--- config.mk ---
export PLATFORM = sky130hd
export DESIGN_NAME = demux4bit_route
export DESIGN_NICKNAME = d
export VERILOG_FILES = /design/src/rtl/demux_route_pkg.sv /design/src/rtl/route_fifo.sv /design/src/rtl/demux4bit_route.sv
export SDC_FILE = /design/constraint.sdc
export NUM_CORES = 1
export LEC_CHECK = 0
export CAP_MARGIN = 20
export CORE_MARGIN = 2
export CORE_UTILIZATION = 50
export CTS_CLUSTER_DIAMETER = 40
export DETAILED_ROUTE_END_ITERATION = 12
export DONT_BUFFER_PORTS = 1
export MAX_ROUTING_LAYER = met4
export PLACE_DENSITY = 0.62
export SETUP_SLACK_MARGIN = 0.1
export SLEW_MARGIN = 15
export SYNTH_ARGS = -nofsm -noshare
export SYNTH_HDL_FRONTEND = slang
export SYNTH_SLANG_ARGS = --single-unit
export TNS_END_PERCENT = 100
--- constraint.sdc ---
create_clock -name clk -period 2.7 [get_ports clk]
set_clock_uncertainty 0.15 [all_clocks]
set_input_delay 0.27 -clock clk [delete_from_list [all_inputs] [get_ports clk]]
set_output_delay 0.27 -clock clk [all_outputs]
set_load 0.01 [all_outputs]
--- src/rtl/demux_route_pkg.sv ---
// demux_route_pkg
// Shared definitions for the nibble router: default data width and FIFO
// depth, the width of the optional accepted-transfer counters, and the
// destination select encodings used by the producer side.
package demux_route_pkg;

    // Default nibble width and per-output FIFO depth (power of 2, >= 2)
    localparam int DEF_WIDTH = 4;
    localparam int DEF_DEPTH = 2;

    // Width of the optional per-destination transfer counters
    localparam int COUNT_W = 8;

    // Destination select encodings on in_sel
    localparam logic SEL_A = 1'b0;
    localparam logic SEL_B = 1'b1;

endpackage : demux_route_pkg

--- src/rtl/route_fifo.sv ---
// route_fifo
// Parameterized synchronous FIFO used once per router output. The head entry
// is presented directly from storage and forced to zero while empty, so a
// consumer never sees stale data. Push and pop are qualified internally
// against full/empty so the caller may pass raw handshake terms.
//
// Ports:
//   clk     in  1      rising-edge clock
//   rst     in  1      synchronous active-high reset (pointers, occupancy)
//   push_i  in  1      write data_i at this edge (ignored when full)
//   data_i  in  WIDTH  entry to write
//   pop_i   in  1      advance the read pointer (ignored when empty)
//   head_o  out WIDTH  oldest entry, 0 when empty
//   full_o  out 1      occupancy equals DEPTH
//   empty_o out 1      occupancy is zero
module route_fifo #(
    parameter int WIDTH = 4,
    parameter int DEPTH = 2
) (
    input  logic             clk,
    input  logic             rst,
    input  logic             push_i,
    input  logic [WIDTH-1:0] data_i,
    input  logic             pop_i,
    output logic [WIDTH-1:0] head_o,
    output logic             full_o,
    output logic             empty_o
);

    localparam int PTR_W = (DEPTH > 1) ? $clog2(DEPTH) : 1;
    localparam int OCC_W = $clog2(DEPTH) + 1;

    logic [WIDTH-1:0] mem_q [DEPTH];
    logic [PTR_W-1:0] wrPtr_q, wrPtr_d;
    logic [PTR_W-1:0] rdPtr_q, rdPtr_d;
    logic [OCC_W-1:0] occ_q, occ_d;

    logic doPush;
    logic doPop;

    assign full_o  = (occ_q == OCC_W'(DEPTH));
    assign empty_o = (occ_q == '0);

    // A push into a full FIFO is dropped even if a pop happens in the same
    // cycle: there is deliberately no pass-through path.
    assign doPush = push_i && !full_o;
    assign doPop  = pop_i && !empty_o;

    assign head_o = empty_o ? '0 : mem_q[rdPtr_q];

    // Next-state pointers and occupancy. Pointers wrap naturally because
    // DEPTH is a power of two and they are exactly log2(DEPTH) bits wide.
    always_comb begin
        wrPtr_d = wrPtr_q;
        rdPtr_d = rdPtr_q;
        occ_d   = occ_q;
        if (doPush) begin
            wrPtr_d = wrPtr_q + 1'b1;
        end
        if (doPop) begin
            rdPtr_d = rdPtr_q + 1'b1;
        end
        case ({doPush, doPop})
            2'b10:   occ_d = occ_q + 1'b1;
            2'b01:   occ_d = occ_q - 1'b1;
            default: occ_d = occ_q;
        endcase
    end

    // Control state; reset discards everything by clearing occupancy, the
    // storage itself does not need clearing because the head is masked.
    always_ff @(posedge clk) begin
        if (rst) begin
            wrPtr_q <= '0;
            rdPtr_q <= '0;
            occ_q   <= '0;
        end else begin
            wrPtr_q <= wrPtr_d;
            rdPtr_q <= rdPtr_d;
            occ_q   <= occ_d;
        end
    end

    // Storage write port, kept free of reset so it maps onto plain registers
    // or a small RAM.
    always_ff @(posedge clk) begin
        if (doPush) begin
            mem_q[wrPtr_q] <= data_i;
        end
    end

endmodule : route_fifo

--- src/rtl/demux4bit_route.sv ---
// demux4bit_route
// Registered 1-to-2 nibble router. Each input nibble is steered by in_sel
// into one of two independent FIFOs (A or B), each drained by its own
// valid/ready consumer. in_ready reflects only the selected destination, so a
// stalled consumer never blocks traffic heading to the other one.
//
// Optional feature macro: DEMUX_ROUTE_COUNT_EN adds a_count/b_count, 8-bit
// wrapping counters of accepted transfers per destination.
//
// Ports:
//   clk      in  1      rising-edge clock
//   rst      in  1      synchronous active-high reset
//   in_data  in  WIDTH  nibble to route
//   in_sel   in  1      destination, 0 -> A, 1 -> B
//   in_valid in  1      producer offers in_data/in_sel
//   in_ready out 1      selected destination has space this cycle
//   a_data   out WIDTH  head of FIFO A, 0 when empty
//   a_valid  out 1      FIFO A non-empty
//   a_ready  in  1      consumer A takes the head
//   b_data   out WIDTH  head of FIFO B, 0 when empty
//   b_valid  out 1      FIFO B non-empty
//   b_ready  in  1      consumer B takes the head
//   a_count  out 8      accepted transfers to A (macro only)
//   b_count  out 8      accepted transfers to B (macro only)
module demux4bit_route
    import demux_route_pkg::*;
#(
    parameter int WIDTH = DEF_WIDTH,
    parameter int DEPTH = DEF_DEPTH
) (
    input  logic               clk,
    input  logic               rst,
    input  logic [WIDTH-1:0]   in_data,
    input  logic               in_sel,
    input  logic               in_valid,
    output logic               in_ready,
    output logic [WIDTH-1:0]   a_data,
    output logic               a_valid,
    input  logic               a_ready,
    output logic [WIDTH-1:0]   b_data,
    output logic               b_valid,
    input  logic               b_ready
`ifdef DEMUX_ROUTE_COUNT_EN
    ,
    output logic [COUNT_W-1:0] a_count,
    output logic [COUNT_W-1:0] b_count
`endif
);

    logic aFull, aEmpty;
    logic bFull, bEmpty;
    logic selA, selB;
    logic pushA, pushB;

    // Select decode
    assign selA = (in_sel == SEL_A);
    assign selB = (in_sel == SEL_B);

    // Readiness depends only on the addressed FIFO and never on in_valid
    assign in_ready = selB ? !bFull : !aFull;

    // A transfer happens only on a full handshake, routed by the select
    assign pushA = in_valid && in_ready && selA;
    assign pushB = in_valid && in_ready && selB;

    assign a_valid = !aEmpty;
    assign b_valid = !bEmpty;

    route_fifo #(
        .WIDTH (WIDTH),
        .DEPTH (DEPTH)
    ) u_fifoA (
        .clk     (clk),
        .rst     (rst),
        .push_i  (pushA),
        .data_i  (in_data),
        .pop_i   (a_ready),
        .head_o  (a_data),
        .full_o  (aFull),
        .empty_o (aEmpty)
    );

    route_fifo #(
        .WIDTH (WIDTH),
        .DEPTH (DEPTH)
    ) u_fifoB (
        .clk     (clk),
        .rst     (rst),
        .push_i  (pushB),
        .data_i  (in_data),
        .pop_i   (b_ready),
        .head_o  (b_data),
        .full_o  (bFull),
        .empty_o (bEmpty)
    );

`ifdef DEMUX_ROUTE_COUNT_EN
    logic [COUNT_W-1:0] aCount_q;
    logic [COUNT_W-1:0] bCount_q;

    // Accepted-transfer counters; they wrap silently at 255 -> 0
    always_ff @(posedge clk) begin
        if (rst) begin
            aCount_q <= '0;
            bCount_q <= '0;
        end else begin
            if (pushA) begin
                aCount_q <= aCount_q + 1'b1;
            end
            if (pushB) begin
                bCount_q <= bCount_q + 1'b1;
            end
        end
    end

    assign a_count = aCount_q;
    assign b_count = bCount_q;
`endif

endmodule : demux4bit_route

Word-level counts from Yosys, hierarchy flattened --
Memories as Yosys holds them, arrays and structs flattened. A register that Yosys moved wholly into a read port is not among the register bits. Index checks and enable logic that the tools add are counted.
Word-level totals: memories kept 2, memory bits (writable) 16, input bits 10, word-level logic and storage cells 51, flip-flop bits (word level) 8, output and inout bits 11
Memories:
- u_fifoA.mem_q | depth 2, width 4, read ports 1, clocked after memory_dff 1, write ports 1, RTL line route_fifo.sv:33 | logic [WIDTH-1:0] mem_q [DEPTH];
- u_fifoB.mem_q | depth 2, width 4, read ports 1, clocked after memory_dff 1, write ports 1, RTL line route_fifo.sv:33
Operators by class: reductions and logical operators 15, bitwise logic cells 1, eq/ne operators 6, add/sub/neg operators 8, muxes and demuxes 13
Operator list (count):
- 1-bit 2-to-1 mux | 9
- 2-bit equality test, second input constant | 4
- 4-bit 2-to-1 mux | 2
- 2-bit one-hot mux with 2 select lines | 2
- 1-bit logical AND | 7
- 1-bit adder, second input constant | 4
- 2-bit by 1-bit adder with 2-bit output, second input constant | 2
- 2-bit by 1-bit equality test with 1-bit output, second input constant | 2
- 1-bit zero test | 4
- 2-bit zero test | 2
- 2-bit nonzero test | 2
- 2-bit by 1-bit subtractor with 2-bit output, second input constant | 2
- 1-bit NOT | 1

Depth between registers and ports, before layout --
depth after elaboration 8, gate-level depth with buffers 6

By module --
Synthesis repeated with hierarchy kept, for this count alone.
Second synthesis, totals: cell total of the unflattened synthesis 93, area total of the unflattened synthesis 1087.3 sq um
By module, submodules not included:
- route_fifo | area an instance 524.3 sq um, cells each 44, instances 2, sequential area each 340.3 sq um
- demux4bit_route | area an instance 38.8 sq um, cells each 5, instances 1, sequential area each 0.0 sq um

Worst setup path before layout --
Ideal clock, no wire load.
path type flip-flop to flip-flop, start reg u_fifoB.occ_q[0], end reg u_fifoB.occ_q[1], required time 2.479 ns, data arrival time 1.553 ns, cell stages (with the launch flop) 6, path slack 0.926 ns, setup time 0.071 ns, cells stage by stage dfxtp_1 -> nor2b_1 -> or2_2 -> ha_1 -> or3_1 -> a21oi_1
On the way: word-level cells in the longest chain between the ends 8, elaborated cells between the ends (all ways) 15, those cells by class 2 x add/sub; 3 x eq/ne; 2 x mux; 8 x reduce/logical
Ends and longest elaborated chain:
- from (decl) | RTL line route_fifo.sv:36 | logic [OCC_W-1:0] occ_q, occ_d;
- from (signal assigned) | RTL line route_fifo.sv:76 | occ_q <= '0;
- from (signal assigned) | RTL line route_fifo.sv:80 | occ_q <= occ_d;
- 2-bit equality test | RTL line route_fifo.sv:41 | assign full_o = (occ_q == OCC_W'(DEPTH));
- 1-bit zero test | RTL line route_fifo.sv:46, demux4bit_route.sv:60
- 1-bit 2-to-1 mux | RTL line demux4bit_route.sv:60 | assign in_ready = selB ? !bFull : !aFull;
- 1-bit logical AND (2 in a row) | RTL line demux4bit_route.sv:64 | assign pushB = in_valid && in_ready && selB;
- 1-bit logical AND | RTL line route_fifo.sv:46 | assign doPush = push_i && !full_o;
- 2-bit by 1-bit equality test with 1-bit output or 2-bit equality test (tied branches) | RTL line route_fifo.sv:63 | case ({doPush, doPop})
- 2-bit one-hot mux with 2 select lines or 2-bit nonzero test (tied branches)
Several ways; a longest one is shown, not always the timed one. A chain may end at the register's enable or synchronous reset.

Worst setup path in the final report --
Ends and elaborated chain as after synthesis.

==> reports/metrics.csv <==
stage,metric,value,unit
outcome,status,"complete, no violations",
worst_setup_path,crit-path cells,nor2b_1 > or2_2 > ha_1 > or3_1 > a21oi_1,
grt,largest net degree at the start of global routing,15,
timing,unrepaired setup endpoints after global routing,false,
pwr,pwr dens,875,nW/um^2
timing,Finish-stage setup viols,0,
floorplan,full die area,2530,sq um
placement,DP HPWL,1210,um
timing,Worst Tran Pin Value,374,ps
timing,hold_ws,84.5,ps
synthesis,synthesized area,1070,sq um
synthesis,post-synthesis sequential area ratio,0.635,
pwr,Max VDD drop,382,uV
routing,vias post-DR,643,
routing,vias per inst,5.06,
routing,Initial DRT Pass Iterations,4,
timing,final period utilization,0.700,
timing,setup TNS,0,ps
grt,Tot GR Track Use,0.145,
floorplan,I/O pins,21,
cts,CTS root buffer,clkbuf_4,
worst_setup_path,CP endpoint,u_fifoB.occ_q[1],
worst_setup_path,path type of the worst setup path,flip-flop to flip-flop,
placement,Port-buffer cells,0,
worst_setup_path,RR Startpoint,u_fifoB.occ_q[0],
worst_setup_path,Levels on crit path,5,
worst_setup_path,Top delay family on crit path,simple AND/OR/NAND/NOR gates,
cells_and_area,area grow syn2layout,9.22,%
placement,placed instance count,118,
worst_setup_path,CP required,2810,ps
timing,Slew HR,0.750,
floorplan,initial core utilization,0.536,
pwr,power consumption,1.02,mW
cells_and_area,Non-Filler Instances,127,
synthesis,Post-Synthesis Net Count,106,
routing,Post-Route WL,1660,um
synthesis,Cells after Synth,94,
worst_setup_path,Reg2Reg Depth,5,
flow_run,number of max-cap violations,0,
floorplan,cell row count,16,
floorplan,Die H,50.3,um
routing,Final ANT Viol Nets,0,
cts,clock sink total,26,
synthesis,synthesized area per cell,11.4,sq um
worst_setup_path,r2r endpoint,u_fifoB.occ_q[1],
timing,final slew viol count,0,
grt,GRT overflow,0,
grt,vias in the first global route,602,
placement,dpl cell area,1090,sq um
grt,initial antenna violation count,0,
timing,min Tclk post-route,1890,ps
cts,CTS max path bufs,2,
synthesis,synth unique cells,17,
routing,DRC,0,
cts,clk_lat worst skew,310,ps
pwr,Leak,0.439,nW
timing,Hold Fails Final Rpt,0,
cells_and_area,fin util,0.585,
worst_setup_path,CP Buf/Inv Count,0,
worst_setup_path,CP Data Arrival Time,2000,ps
cts,number of buffers created by CTS,3,
placement,post-place setup slack,840,ps
synthesis,"flops & latches, synth",26,
worst_setup_path,crit-path max cell delay,430,ps
floorplan,core area,2000,sq um
worst_setup_path,Critical Path Source,u_fifoB.occ_q[0],
placement,Placer Congestion,0.701,
worst_setup_path,startpoint types,flip-flop,
cts,clk slew on worst S/H paths,130,ps
floorplan,Die X,50.3,um
worst_setup_path,flop2flop setup slack,810,ps
hold_path,hold crit path type,input port to flip-flop,
cells_and_area,n_diodes,0,
timing,Setup WS post-layout,810,ps
routing,Iteration-0 DRC Markers,8,
cells_and_area,post-route cell area,1170,sq um
synthesis,Yosys Warn Count,0,
routing,WL/cell,13.0,um
timing,Fmax,529,MHz
worst_setup_path,Worst Setup End Kind,flip-flop,
cells_and_area,layout cells sized above 1,0.0400,
grt,first-pass GRT wire length,2620,um
cells_and_area,final net count,113,
worst_setup_path,"critical path fanouts, max",5,
cts,CTS tree,done,
cts,Max H-tree Level,1,
worst_setup_path,CP max stage cell,dfxtp_1,
cts,post-CTS setup buffers,0,
-- sequential cells by signal, indices dropped and copies added, names as in the netlist, named ones only --
| register | count |
|---|---|
| u_fifoA.mem_q | 8 |
| u_fifoA.occ_q | 2 |
| u_fifoA.rdPtr_q | 1 |
| u_fifoA.wrPtr_q | 1 |
| u_fifoB.mem_q | 8 |
| u_fifoB.occ_q | 2 |
| u_fifoB.rdPtr_q | 1 |
| u_fifoB.wrPtr_q | 1 |
-- worst register-to-register path, delay by kind of cell (launching register included) --
family | cells | cell delay (ps)
and+or+nand+nor | 3 | 800
DFF | 1 | 430
adders and majority gates | 1 | 310
AOI/OAI and AO/OA | 1 | 140
-- cells by family (layout without fill, tap and decap cells) --
kind of cell | count (synthesis) | in the layout | synth area share
xor gates and xnor gates | 6 | 6 | 0.0490
DFF | 26 | 26 | 0.635
and+or+nand+nor | 30 | 30 | 0.128
muxes | 8 | 8 | 0.0747
AOI/OAI and AO/OA | 11 | 11 | 0.0513
adders and majority gates | 2 | 2 | 0.0233
buffers and inverters | 11 | 17 | 0.0385
-- power by group --
group	switching, mW	internal, mW
Combinational	0.187	0.124
Clock	0.110	0.0542
Sequential	0.0626	0.487
Total	0.359	0.665
-- metal layers --
metal	vias to the layer above	wire, um	GRT usage
li1	325	-	-
met1	294	787	0.183
met2	19	759	0.219
met3	5	67	0.0298
met4	0	42	0.0811
met5	-	0	-
-- cell usage in the layout (no fill, tap or decap), drive strengths merged, types with 2 or more instances in the layout --
cell         netlist  routed
dfxtp             10      10
edfxtp            16      16
clkbuf             2       3
nor2              19      19
nor2b              2       2
xor2               4       4
dlygate4sd3        0       5
ha                 2       2
xnor2              2       2
a21oi              5       5
o21ai              6       6
mux2i              8       8
inv                8       8
nand2b             3       3
or3                4       4
-- area by class of cell --
type / instances / area [sq um]
fillers: 179 / 831
clock buffers: 3 / 22.5
inverters: 8 / 30.0
well taps: 27 / 33.8
flip-flops and latches: 26 / 681
repair buffers: 5 / 50.0
multi-input cells: 57 / 350
clock inverters: 1 / 3.75
-- timing repair --
| item | 4_1_cts | 5_1_grt |
|---|---|---|
| gates resized for setup | 0 | 0 |
| hold buffers | 5 | 0 |
| hold endpoints to repair | 26 | 0 |
| setup endpoints to repair | 0 | 0 |
-- Yosys cell counts --
cell type | instances | area, sq um
mux2i_1 | 8 | 80.1
buf_1 | 1 | 3.75
or2_2 | 1 | 6.26
ha_1 | 2 | 25.0
xnor2_1 | 2 | 17.5
nand2_1 | 1 | 3.75
nor2b_1 | 2 | 12.5
o21ai_0 | 6 | 30.0
inv_1 | 8 | 30.0
dfxtp_1 | 10 | 200
edfxtp_1 | 16 | 480
nand2b_1 | 3 | 18.8
or3_1 | 4 | 25.0
xor2_1 | 4 | 35.0
nor2_1 | 19 | 71.3
clkbuf_1 | 2 | 7.51
a21oi_1 | 5 | 25.0
-- worst min-delay path by stage --
stage	start	to	slack (ps)	depth (start not counted)
2_1_floorplan	in_data[0]	u_fifoA.mem_q[0][0]	220	0
3_3_place_gp	rst	u_fifoA.wrPtr_q	190	1
3_5_place_dp	rst	u_fifoA.occ_q[1]	190	1
4_1_cts	in_sel	u_fifoB.wrPtr_q	80	3
5_1_grt	in_sel	u_fifoB.wrPtr_q	100	3
6_report	in_sel	u_fifoB.wrPtr_q	80	3
(Power assumes the default switching activity.)
